--- src/rtl/wisc_pkg.sv ---
// Shared WISC-F23 definitions: branch condition codes, flag bit positions and the flag type.
package wisc_pkg;

  typedef logic [2:0] flags_t;

  localparam int unsigned FLAG_N = 2;
  localparam int unsigned FLAG_Z = 1;
  localparam int unsigned FLAG_V = 0;

  localparam logic [2:0] COND_NE  = 3'b000;
  localparam logic [2:0] COND_EQ  = 3'b001;
  localparam logic [2:0] COND_GT  = 3'b010;
  localparam logic [2:0] COND_LT  = 3'b011;
  localparam logic [2:0] COND_GTE = 3'b100;
  localparam logic [2:0] COND_LTE = 3'b101;
  localparam logic [2:0] COND_OV  = 3'b110;
  localparam logic [2:0] COND_UN  = 3'b111;

endpackage

--- src/rtl/flag_branch_unit_if.sv ---
// Datapath-side bundle of the flag/branch unit: ALU flags, retirement, branch request and results.
interface flag_branch_unit_if #(
    parameter int unsigned CNT_W = 16
);
    import wisc_pkg::*;

    flags_t           flag_in;
    flags_t           flag_en;
    logic             retire;
    logic             branch;
    logic [2:0]       cond;
    flags_t           flags_q;
    logic             taken;
    logic [CNT_W-1:0] br_cnt;
    logic [CNT_W-1:0] tk_cnt;

    modport master (
        output flag_in, flag_en, retire, branch, cond,
        input  flags_q, taken, br_cnt, tk_cnt
    );

    modport slave (
        input  flag_in, flag_en, retire, branch, cond,
        output flags_q, taken, br_cnt, tk_cnt
    );

endinterface

--- src/rtl/branch_cond_eval.sv ---
// Combinational evaluation of a 3-bit branch condition against a set of {N,Z,V} flags.
module branch_cond_eval
    import wisc_pkg::*;
(
    input  logic [2:0] cond,
    input  flags_t     flags,
    output logic       cond_met
);

    logic n, z, v;

    always_comb begin
        n        = flags[FLAG_N];
        z        = flags[FLAG_Z];
        v        = flags[FLAG_V];
        cond_met = 1'b0;
        unique case (cond)
            COND_NE:  cond_met = ~z;
            COND_EQ:  cond_met = z;
            COND_GT:  cond_met = ~z & ~n;
            COND_LT:  cond_met = n;
            COND_GTE: cond_met = z | (~z & ~n);
            COND_LTE: cond_met = n | z;
            COND_OV:  cond_met = v;
            COND_UN:  cond_met = 1'b1;
        endcase
    end

endmodule

--- src/rtl/flag_branch_unit.sv ---
// Architectural flag register plus branch-taken decision; saturating branch statistics are
// built only when FLAG_BRANCH_STATS_EN is defined.
module flag_branch_unit
    import wisc_pkg::*;
#(
    parameter int unsigned CNT_W = 16
) (
    input logic                clk,
    input logic                rst_n,
    flag_branch_unit_if.slave  bus
);

    flags_t flags_q, flags_d;
    logic   cond_met;
    logic   taken;

    branch_cond_eval u_cond (
        .cond     (bus.cond),
        .flags    (flags_q),
        .cond_met (cond_met)
    );

    // Disabled lanes are masked so an undefined flag_in bit can never reach the register.
    always_comb begin
        flags_d = flags_q;
        if (bus.retire) begin
            flags_d = (bus.flag_in & bus.flag_en) | (flags_q & ~bus.flag_en);
        end
    end

    always_ff @(posedge clk) begin
        if (!rst_n) begin
            flags_q <= '0;
        end else begin
            flags_q <= flags_d;
        end
    end

    assign taken       = bus.branch & bus.retire & cond_met & rst_n;
    assign bus.taken   = taken;
    assign bus.flags_q = flags_q;

`ifdef FLAG_BRANCH_STATS_EN
    logic [CNT_W-1:0] br_cnt_q, tk_cnt_q;

    always_ff @(posedge clk) begin
        if (!rst_n) begin
            br_cnt_q <= '0;
            tk_cnt_q <= '0;
        end else begin
            if (bus.branch && bus.retire && (br_cnt_q != '1)) begin
                br_cnt_q <= br_cnt_q + CNT_W'(1);
            end
            if (taken && (tk_cnt_q != '1)) begin
                tk_cnt_q <= tk_cnt_q + CNT_W'(1);
            end
        end
    end

    assign bus.br_cnt = br_cnt_q;
    assign bus.tk_cnt = tk_cnt_q;
`else
    assign bus.br_cnt = '0;
    assign bus.tk_cnt = '0;
`endif

endmodule
--- src/flat_wrapper.sv ---
// flat-port wrapper written by rule: the top's interface ports become plain ports
module flag_branch_unit_flat import wisc_pkg::*;
#(
    parameter int unsigned CNT_W = 16
)
  (clk, rst_n, bus_flag_in, bus_flag_en, bus_retire, bus_branch, bus_cond, bus_flags_q, bus_taken, bus_br_cnt, bus_tk_cnt);
  flag_branch_unit_if #(.CNT_W(CNT_W)) bus_i ();
  input logic clk;
  input logic rst_n;
  input wire logic [$bits(bus_i.flag_in)-1:0] bus_flag_in;
  input wire logic [$bits(bus_i.flag_en)-1:0] bus_flag_en;
  input wire logic [$bits(bus_i.retire)-1:0] bus_retire;
  input wire logic [$bits(bus_i.branch)-1:0] bus_branch;
  input wire logic [$bits(bus_i.cond)-1:0] bus_cond;
  output wire logic [$bits(bus_i.flags_q)-1:0] bus_flags_q;
  output wire logic [$bits(bus_i.taken)-1:0] bus_taken;
  output wire logic [$bits(bus_i.br_cnt)-1:0] bus_br_cnt;
  output wire logic [$bits(bus_i.tk_cnt)-1:0] bus_tk_cnt;
  assign bus_i.flag_in = bus_flag_in;
  assign bus_i.flag_en = bus_flag_en;
  assign bus_i.retire = bus_retire;
  assign bus_i.branch = bus_branch;
  assign bus_i.cond = bus_cond;
  assign bus_flags_q = bus_i.flags_q;
  assign bus_taken = bus_i.taken;
  assign bus_br_cnt = bus_i.br_cnt;
  assign bus_tk_cnt = bus_i.tk_cnt;
  flag_branch_unit #(.CNT_W(CNT_W)) u_core (.clk(clk), .rst_n(rst_n), .bus(bus_i));
endmodule
--- config.mk ---
export PLATFORM = sky130hd
export DESIGN_NAME = flag_branch_unit_flat
export DESIGN_NICKNAME = d
export VERILOG_FILES = /design/src/rtl/wisc_pkg.sv /design/src/rtl/flag_branch_unit_if.sv /design/src/rtl/branch_cond_eval.sv /design/src/rtl/flag_branch_unit.sv /design/src/flat_wrapper.sv
export SDC_FILE = /design/constraint.sdc
export NUM_CORES = 1
export LEC_CHECK = 0
export ABC_CLOCK_PERIOD_IN_PS = 1500
export BUFFER_PORTS_ARGS = -buffer_cell sky130_fd_sc_hd__clkbuf_2
export CORE_MARGIN = 5
export CORE_UTILIZATION = 33
export CTS_CLUSTER_SIZE = 16
export DETAILED_ROUTE_END_ITERATION = 8
export MAX_ROUTING_LAYER = met4
export PLACE_DENSITY = 0.77
export SKIP_CTS_REPAIR_TIMING = 1
export SYNTH_ARGS = -nofsm -noshare
export SYNTH_HDL_FRONTEND = slang
export SYNTH_HIERARCHICAL = 1
export SYNTH_SLANG_ARGS = --single-unit
--- constraint.sdc ---
create_clock -name clk -period 1.5 [get_ports clk]
set_clock_uncertainty 0.1 [all_clocks]
set_input_delay 0.075 -clock clk [delete_from_list [all_inputs] [get_ports clk]]
set_output_delay 0.075 -clock clk [all_outputs]
set_load 0.01 [all_outputs]
Word level (Yosys, flattened, before mapping)
Index checks and enable logic that the tools add are counted.
{ "word_totals": {"wordCells": 22, "reg_bits": 3, "inputBits": 13} }
{ "classes": {"n_reduce_logical": 1, "n_mux": 1, "n_eq_ne": 7, "bitwise": 12} }
{ "ops": {"columns": ["operator", "count"], "rows": [
  ["$eq 3x3->1 const B", 4],
  ["$pmux 1 s8", 1],
  ["$and 3x3->3", 2],
  ["$eq 3x2->1 const B", 2],
  ["$and 1x1->1", 4],
  ["$eq 3x1->1 const B", 1],
  ["$logic_not 3->1", 1],
  ["$not 3->3", 1],
  ["$or 3x3->3", 1],
  ["$not 1->1", 2],
  ["$or 1x1->1", 2]
]} }

Depth between registers and ports, before layout
Gate-level depths: netlist (run 1).
{ "logic_depth": {"word_depth": 6, "ltp_mapped": 5, "depth_no_buf": 5} }

Modules after synthesis
Netlist (run 1), hierarchy kept.
{ "by_module_without_submodules": {"columns": ["mod", "cells_each", "area_each_um2", "instances"], "rows": [
  ["flag_branch_unit", 49, 376.6, 1],
  ["branch_cond_eval", 11, 76.3, 1]
]} }

Least setup slack after synthesis (run 1)
No wires, ideal clock.
{ "synth_path": {"kind": "reg-to-output", "from": "register with a tool-made name", "to": "output bus_taken", "setup_slack_ps": 271, "path_buffers": 0, "stages_incl_launch_ff": 6, "t_required_ps": 1325, "arrival_ps": 1054, "path_cell_list": "dfxtp_1 -> nand2_1 -> mux2i_1 -> a21oi_1 -> o21a_1 -> and4_1"} }
{ "synth_rtl": {"columns": ["element", "line_no", "text"], "rows": [
  ["to (decl)", "flat_wrapper.sv:16", "output wire logic [$bits(bus_i.taken)-1:0] bus_taken;"]
]} }

==> impl_results.md, run 1 <==
* Hold Crit Class: input port to flip-flop
* Net switching power at 110 uW
* Leak pwr at 0.305 nW
* P&R area growth vs syn at 9.67%
* FP Rows at 13
* Worst-path maximum fanout at 4
* # setup viols final at 0
* IO buf count at 16
* Die X at 47.0 um
* Vias per std cell at 3.57
* Total core area at 1300 um^2
* Post-synthesis register bit count at 3
* Fin Hold WS at -0.0214 ns
* CP Class: flip-flop to output port
* Gr ovfl total at 0
* Initial antenna violation count at 0
* RSZ-0062 raised after global routing: true
* CTS clk-pin slew, worst paths at 0.04 ns
* CP arrival at 1.32 ns
* CTS Buf Count at 3
* Worst path max stage delay at 0.34 ns
* Worst Setup End Kind: output port
* Minimum clock period at 1.50 ns
* NumNets Final at 96
* CTS max path bufs at 2
* Clock root cell: clkbuf_4
* Final ANT Viol Nets at 0
* Failing checks: hold timing
* Outcome: finished with violations
* Via count of the first global-routing pass at 317
* DRC at 0
* Startpoint Class: flip-flop
* ANT cells at 0
* Final Cycle Share at 99.9%
* Max Cap Violations at 0
* Mapped Avg Cell Area at 7.55 um^2
* Commonest non-fill, non-tap cell in the layout: conb_1
* DR iter-0 viols at 1
* Switching Fraction at 33.4%
* Post-route cell area at 497 um^2
* Synth warnings at 6
* Die area at 2210 um^2
* Placed cell area at 428 um^2
* Vias at 346
* Internal power at 220 uW
* Final hold violation count at 2
* Clk_lat worst skew at 0.23 ns
* Detailed Routing Iterations Pass 1 at 2
* Sequential power share at 26.7%
* PD cells at 665 nW/um^2
* Cells along the critical path: nand2b_4 -> mux2i_1 -> a21oi_1 -> o21a_1 -> and4_1 -> buf_2
* Die height at 47.0 um
* Fillers at 149
* DP Wirelength at 739 um
* Top cells by area, synth: buf_4 (53%), dfxtp_1 (13%), mux2i_1 (11%)
* TritonCTS clock tree: done
* Setup TNS at 0 ns
* Initial core utilization at 34.8%
* Pin count of the biggest net entering global routing at 8
* CP required at 1.32 ns
* Share of the synthesized area in the top cell type at 53.0%
* Logic gate share of total power at 30.2%
* Gpl congestion at 0.680
* Max Slew Vio Count at 0
* First-pass GRT wire length at 1170 um
* Post-Syn Area at 453 um^2
* Layout cells sized above 1 at 30.5%
* Clk pwr share at 43.0%
* Netlist cell types at 14
* Sequential area share after synthesis at 13.3%
* Slowest stage cell, crit path: dfxtp_4
* Drt total wl at 884 um
* Total track usage at 7.75%
* FMAX at 0.667 GHz
* Post-Syn Instances at 60
* I/O pin total at 49
* Routed len/inst at 9.11 um
* Clock sinks at 3
* Max rail drop VDD at 318 uV
* H-tree levels at 1
* Final Util at 38.2%
* Most frequent cells in the layout: conb_1 (32), clkbuf_2 (15), nand2_1 (9)
* Post-synth top area cell: buf_4
==> metrics by stage <==
| stage | std cells | total power, mW | worst slack [ns] |
|---|---|---|---|
| floorplan | 91 | 0.212 | 0.271 |
| global placement | 90 | 0.177 | 0.218 |
| detailed placement | 90 | 0.179 | 0.174 |
| CTS | 94 | 0.328 | -0.0817 |
| global route | 97 | 0.355 | -0.0895 |
| finish | 97 | 0.330 | 0.00107 |
==> routing by layer <==
metal | global-route usage, % | wire length (um) | up-vias
met4 | 6.63 | 17 | 0
met5 | - | 0 | -
li1 | - | - | 172
met2 | 10.8 | 439 | 30
met1 | 9.07 | 304 | 142
met3 | 1.92 | 122 | 2
==> final timing paths <==
| kind | from | cells after the start | slack [ns] | endpoint |
|---|---|---|---|---|
| setup / recovery | flip-flop | 6 | 0.001 | bus_taken |
| hold / removal | bus_flag_in[0] | 3 | -0.02 | flip-flop |
| setup reg to reg | flip-flop | 3 | 0.70 | flip-flop |
| hold reg to reg | flip-flop | 2 | 0.38 | flip-flop |
==> synthesized netlist by cell type <==
cell,number
o31a_1,1
nor2b_2,1
buf_4,32
o21a_1,1
nand3b_1,1
nand2_1,10
inv_1,1
mux2i_1,5
and4_1,1
a21oi_1,1
o21ai_0,1
dfxtp_1,3
conb_1,1
nand2b_1,1
==> power by group through the flow <==
stage	Clock (mW)	Combinational [mW]	Sequential, mW
after floorplan	0	0.120	0.0912
after global placement	0	0.0871	0.0896
after detailed placement	0	0.0883	0.0903
after CTS	0.151	0.0883	0.0890
after global routing	0.153	0.113	0.0891
final	0.142	0.0999	0.0882
==> worst max-delay path: cells and delay by family (launching register included) <==
family                 cells  cell delay [ns]
flip-flops                 1             0.34
AND/OR/NAND/NOR            2             0.29
AO/OA/AOI/OAI              2             0.21
multiplexers               1             0.13
buffers and inverters      1             0.13
==> area by class of cell <==
type                       instances  area [um^2]  area share (%)
multi-input combinational         55          275            55.4
timing repair buffer              19          108            21.7
sequential                         3         65.1            13.1
clock buffer                       4         26.3            5.29
tap                               15         18.8            3.78
inverter                           1         3.75           0.756
==> logic make-up after synthesis <==
group / count (synthesis) / share of synthesized area (%)
AOI/OAI and AO/OA: 4 / 5.80
buffers and inverters: 33 / 53.9
DFF: 3 / 13.3
muxes: 5 / 11.1
other: 1 / 0.828
and+or+nand+nor: 14 / 15.2
No activity file was read; power rests on OpenSTA's default activity.
==> inputs of run 2 (changes only) <==
CELL_PAD_IN_SITES_DETAIL_PLACEMENT = 1   (was default)
CELL_PAD_IN_SITES_GLOBAL_PLACEMENT = 1   (was default)
CORE_UTILIZATION = 20   (was 33)
PLACE_DENSITY = default   (was 0.77)
PLACE_DENSITY_LB_ADDON = 0.1   (was default)
==> run 2 against run 1 <==
The run ends with setup timing left; register-to-register slack about the same; critical path type unchanged; largest power group unchanged; count of clock-buffer cells in the layout unchanged; global-route usage decreased by 2.2 points; clock power decreased by 3%.
==> impl_results.md, run 2 (synthesized netlist as in run 1, its figures left out) <==
* Hold Crit Depth at 3 (unchanged)
* Die X at 57.6 um (was 47.0 um)
* Final Non-Filler Cells at 113 (was 97)
* Outcome: finished with violations (unchanged)
* Setup TNS at -0.0575 ns (was 0 ns)
* Via count of the first global-routing pass at 340 (was 317)
* CTS clk-pin slew, worst paths at 0.04 ns (about the same)
* Cells along the critical path: buf_4 -> o31a_1 -> o21a_1 -> and4_1 -> buf_2 (was nand2b_4 -> mux2i_1 -> a21oi_1 -> o21a_1 -> and4_1 -> buf_2)
* CTS Buf Count at 3 (unchanged)
* R2R setup slack at 0.69 ns (was 0.70 ns)
* Worst Setup End Kind: output port (unchanged)
* Total core area at 2190 um^2 (was 1300 um^2)
* Die height at 57.6 um (was 47.0 um)
* IO buf count at 16 (unchanged)
* CP required at 1.32 ns (about the same)
* Initial core utilization at 20.7% (was 34.8%)
* Slowest stage cell, crit path: dfxtp_4 (unchanged)
* Worst-path maximum fanout at 4 (unchanged)
* Max Cap Violations at 0 (unchanged)
* First-pass GRT wire length at 1370 um (was 1170 um)
* Most frequent cells in the layout: conb_1 (32), clkbuf_2 (15), nand2_1 (9) (unchanged)
* FMAX at 0.642 GHz (was 0.667 GHz)
* RSZ-0062 raised after global routing: true (unchanged)
* CP Class: flip-flop to output port (unchanged)
* Max Slew Vio Count at 0 (unchanged)
* Top Family by Delay on Critical Path: compound AO/OA/AOI/OAI gates (was flip-flops)
* I/O pin total at 49 (unchanged)
* TritonCTS clock tree: done (unchanged)
* Layout cells sized above 1 at 31.8% (was 30.5%)
* Clock sinks at 3 (unchanged)
* Initial antenna violation count at 0 (unchanged)
* Routed len/inst at 9.29 um (was 9.11 um)
* Gpl congestion at 0.679 (was 0.680)
* Clock root cell: clkbuf_4 (unchanged)
* NumNets Final at 99 (was 96)
* Pin count of the biggest net entering global routing at 8 (unchanged)
* Drt total wl at 1050 um (was 884 um)
* Max rail drop VDD at 300 uV (was 318 uV)
* # setup viols final at 1 (was 0)
* CP arrival at 1.38 ns (was 1.32 ns)
* P&R area growth vs syn at 19.3% (was 9.67%)
* Final Power at 334 uW (was 330 uW)
* H-tree levels at 1 (unchanged)
* Minimum clock period at 1.56 ns (was 1.50 ns)
* Hold Crit Class: input port to flip-flop (unchanged)
* Gr ovfl total at 0 (unchanged)
* DR iter-0 viols at 0 (was 1)
* HP Start: bus_flag_en[0] (was bus_flag_in[0])
* Vias per std cell at 3.22 (was 3.57)
* Clk_lat worst skew at 0.23 ns (about the same)
* ANT cells at 0 (unchanged)
* FP Rows at 17 (was 13)
* Final Cycle Share at 104% (was 99.9%)
* Die area at 3320 um^2 (was 2210 um^2)
* Vias at 364 (was 346)
* Commonest non-fill, non-tap cell in the layout: conb_1 (unchanged)
* Cells on worst reg2reg path at 3 (unchanged)
* Failing checks: setup timing (was hold timing)
* DRC at 0 (unchanged)
* Final ANT Viol Nets at 0 (unchanged)
* Startpoint Class: flip-flop (unchanged)
* Worst path max stage delay at 0.34 ns (about the same)
* Fillers at 294 (was 149)
* Bufs and invs on worst path at 2 (was 1)
* Total track usage at 5.53% (was 7.75%)
* Final hold violation count at 0 (was 2)
* Leak pwr at 0.320 nW (was 0.305 nW)
* CTS max path bufs at 2 (unchanged)
* PD cells at 619 nW/um^2 (was 665 nW/um^2)
* Setup slack after layout at -0.0575 ns (was 0.00107 ns)
* Cells after DPL at 103 (was 90)
* Detailed Routing Iterations Pass 1 at 1 (was 2)
[run 2: cell count changes in the layout (fill, tap and decap cells not counted), sizes merged]
cell / previous run / this run
buf: 2 / 4
dlygate4sd3: 2 / 3
[run 2: cell type report]
class	instances	area, um^2	share of cell area, %
multi-input combinational	55	275	50.9
timing repair buffer	22	133	24.5
sequential	3	67.6	12.5
tap	28	35.0	6.48
clock buffer	4	26.3	4.86
inverter	1	3.75	0.694
[run 2: power by group]
| part | internal [mW] | switching [mW] |
|---|---|---|
| clock network | 0.0995 | 0.0389 |
| registers | 0.0829 | 0.00431 |
| logic | 0.0411 | 0.0677 |
| total | 0.223 | 0.111 |
[run 2: worst max path at each step]
stage / start / endpoint / depth (start not counted)
final: flip-flop / bus_taken / 5
after global routing: flip-flop / bus_taken / 6
after CTS: flip-flop / bus_taken / 5
after detailed placement: flip-flop / bus_taken / 5
after global placement: flip-flop / bus_taken / 5
after floorplan: flip-flop / bus_taken / 5
[run 2: layer usage]
metal,routed length (um),track usage (%)
met1,332,5.59
met2,534,9.35
met3,183,3.17
met4,0,0.993
met5,0,-
[run 2: per-stage QoR]
stage	utilization [%]	hold WS (ns)	setup slack (ns)	cell area, um^2
5_1_grt	24.7	0.0145	-0.156	541
3_3_place_gp	20.3	0.216	0.179	444
3_5_place_dp	20.3	0.219	0.152	444
2_1_floorplan	-	0.114	0.271	569
4_1_cts	21.5	-0.0269	-0.0978	470
6_report	24.7	0.00157	-0.0575	541
[run 2: worst min-delay path, stage by stage]
cell      delay [ns]
clkbuf_2        0.08
nand2_1         0.06
mux2i_1         0.06
==> inputs of run 3 (changes only) <==
ABC_AREA = 1   (was default)
CTS_CLUSTER_SIZE = 14   (was 16)
==> run 3 against run 2 <==
The flow now finishes without violations; global-route usage grew 0.52 points; first-iteration DRC count grew 5; synthesized area grew 1.4%; register-to-register slack gained 0.04 ns; critical path type unchanged.
==> impl_results.md, run 3 <==
* Outcome: finished, final reports clean (was finished with violations)
* Clk_lat worst skew at 0.23 ns (about the same)
* Layout cells sized above 1 at 21.4% (was 31.8%)
* Die X at 57.9 um (was 57.6 um)
* Hold Crit Class: input port to flip-flop (unchanged)
* CTS clk-pin slew, worst paths at 0.04 ns (about the same)
* Drt total wl at 1060 um (was 1050 um)
* Post-Synth XOR/XNOR Area at 0% (unchanged)
* DP Wirelength at 937 um
* Register area at 61.3 um^2 (was 67.6 um^2)
* Internal power at 220 uW (was 223 uW)
* Clk pwr share at 41.5% (was 41.4%)
* Global Route met3 Usage at 5.57% (was 3.17%)
* Commonest non-fill, non-tap cell in the layout: conb_1 (unchanged)
* FMAX at 0.752 GHz (was 0.642 GHz)
* Total core area at 2210 um^2 (was 2190 um^2)
* Initial antenna violation count at 0 (unchanged)
* Area of the multi-input gates at 253 um^2 (was 275 um^2)
* Final Cycle Share at 88.6% (was 104%)
* CP arrival at 1.15 ns (was 1.38 ns)
* Worst Setup End Kind: output port (unchanged)
* Primary FF master, synth: dfxtp_1 (unchanged)
* Sequential power share at 27.1% (was 26.1%)
* Mapped Avg Cell Area at 6.04 um^2 (was 7.55 um^2)
* Post-Synth Simple-Gate Area at 27.8% (was 15.2%)
* # setup viols final at 0 (was 1)
* Netlist cell types at 9 (was 14)
* Leak pwr at 0.326 nW (was 0.320 nW)
* Detailed Routing Iterations Pass 1 at 2 (was 1)
* Switching Fraction at 35.3% (was 33.2%)
* Pin count of the biggest net entering global routing at 6 (was 8)
* DRC at 0 (unchanged)
* Setup TNS at 0 ns (was -0.0575 ns)
* Max rail drop VDD at 415 uV (was 300 uV)
* EDFF count, synth at 0 (unchanged)
* First-pass GRT wire length at 1480 um (was 1370 um)
* Logic gate share of total power at 31.4% (was 32.5%)
* Max Slew Vio Count at 0 (unchanged)
* Post-Syn Area at 459 um^2 (was 453 um^2)
* Post-synthesis adder-cell area fraction at 0% (unchanged)
* Post-synth top area cell: buf_4 (unchanged)
* Post-Syn Instances at 76 (was 60)
* FP Rows at 17 (unchanged)
* Met1 usage at 6.43% (was 5.59%)
* GR Layer Usage met2 at 8.87% (was 9.35%)
* Largest family of logic cells by synthesized area: buffers and inverters (unchanged)
* CTS Buf Count at 3 (unchanged)
* NumNets Final at 112 (was 99)
* Count leader, synth: buf_4 (unchanged)
* Minimum clock period at 1.33 ns (was 1.56 ns)
* PD cells at 668 nW/um^2 (was 619 nW/um^2)
* P&R area growth vs syn at 10.6% (was 19.3%)
* Die height at 57.9 um (was 57.6 um)
* Gr ovfl total at 0 (unchanged)
* Post-synthesis mux area share at 0% (was 11.0%)
* CTS max path bufs at 2 (unchanged)
* H-tree levels at 1 (unchanged)
* ANT cells at 0 (unchanged)
* Total track usage at 6.05% (was 5.53%)
* CP required at 1.32 ns (about the same)
* Via count of the first global-routing pass at 357 (was 340)
* Startpoint Class: flip-flop (unchanged)
* Fillers at 314 (was 294)
* Vias per std cell at 3.13 (was 3.22)
* RSZ-0062 raised after global routing: false (was true)
* Share of the synthesized area in the top cell type at 52.3% (was 53.0%)
* Clock sinks at 3 (unchanged)
* Max Cap Violations at 0 (unchanged)
* Net switching power at 120 uW (was 111 uW)
* Initial core utilization at 20.8% (was 20.7%)
* Asr flop ratio synth at 0% (unchanged)
* CP Class: flip-flop to output port (unchanged)
* Final ANT Viol Nets at 0 (unchanged)
* Top cells by area, synth: buf_4 (52%), nand2_1 (15%), dfxtp_1 (13%) (was buf_4 (53%), dfxtp_1 (13%), mux2i_1 (11%))
* IO buf count at 16 (unchanged)
* Most frequent cells in the layout: conb_1 (32), nand2_1 (18), clkbuf_2 (16) (was conb_1 (32), clkbuf_2 (15), nand2_1 (9))
* Post-synth top cells: buf_4 (32), nand2_1 (18), nor2_1 (14) (was buf_4 (32), nand2_1 (10), mux2i_1 (5))
* TritonCTS clock tree: done (unchanged)
* Clock root cell: clkbuf_4 (unchanged)
* Post-synthesis compound-gate area fraction at 1.09% (was 5.80%)
* Die area at 3350 um^2 (was 3320 um^2)
* Final Util at 23.0% (was 24.7%)
* Sequential area share after synthesis at 13.1% (was 13.3%)
* Gr busiest metal: met2 (unchanged)
* DR iter-0 viols at 5 (was 0)
* Routed len/inst at 8.44 um (was 9.29 um)
* Gpl congestion at 0.677 (was 0.679)
* Post-synthesis register bit count at 3 (unchanged)
* I/O pin total at 49 (unchanged)
* Vias at 395 (was 364)
* Final hold violation count at 0 (unchanged)
* Synth warnings at 6 (unchanged)
* Worst-path maximum fanout at 5 (was 4)
==> run 3: final timing paths <==
check,from,slack [ns],depth (start not counted),to
worst max-delay path,flip-flop,0.17,9,bus_taken
worst min-delay path,rst_n,0.003,3,flip-flop
worst max register to register,flip-flop,0.73,4,flip-flop
worst min register to register,flip-flop,0.44,4,flip-flop
==> run 3: per-layer routing <==
metal  up-vias  wire length, um
met1       165              423
met4         0                0
met5         -                0
met2        25              491
li1        205                -
met3         0              148
==> run 3: kinds of logic (layout without fill, tap and decap cells) <==
kind of cell,Yosys count,after routing
AO/OA/AOI/OAI,1,1
AND/OR/NAND/NOR,33,33
other,1,32
buffers and inverters,38,29
flip-flops,3,3
==> run 3: power by group through the flow <==
stage,sequential [mW],combinational (mW),clock (mW)
2_1_floorplan,0.0939,0.126,0
3_3_place_gp,0.0928,0.0995,0
3_5_place_dp,0.0927,0.0990,0
4_1_cts,0.0915,0.0995,0.145
5_1_grt,0.0930,0.121,0.157
6_report,0.0919,0.106,0.141
==> run 3: cell type report <==
cell class / instances / area share (%)
timing repair buffer: 19 / 21.7
sequential: 3 / 12.1
inverter: 6 / 4.43
multi-input combinational: 66 / 49.8
clock buffer: 4 / 5.17
tap: 28 / 6.90
==> run 3: stage by stage <==
step	worst slack [ns]	power, mW	instances	instance area, um^2	hold slack, ns
finish	0.171	0.339	126	508	0.00336
global route	0.0244	0.371	126	508	0.0107
CTS	0.0925	0.336	123	477	-0.0268
detailed placement	0.343	0.192	119	450	0.215
global placement	0.351	0.192	119	450	0.208
floorplan	0.421	0.220	107	576	0.0954
==> run 3: worst max-delay path: stages, from the launching register on <==
cell and delay, ns:
dfxtp_2 0.35, inv_1 0.05, nor2_1 0.08, nor2_1 0.04, nand2_1 0.05, nand2_1 0.05, nand2_1 0.06, nand2_1 0.04
nor2_1 0.07, clkbuf_2 0.14
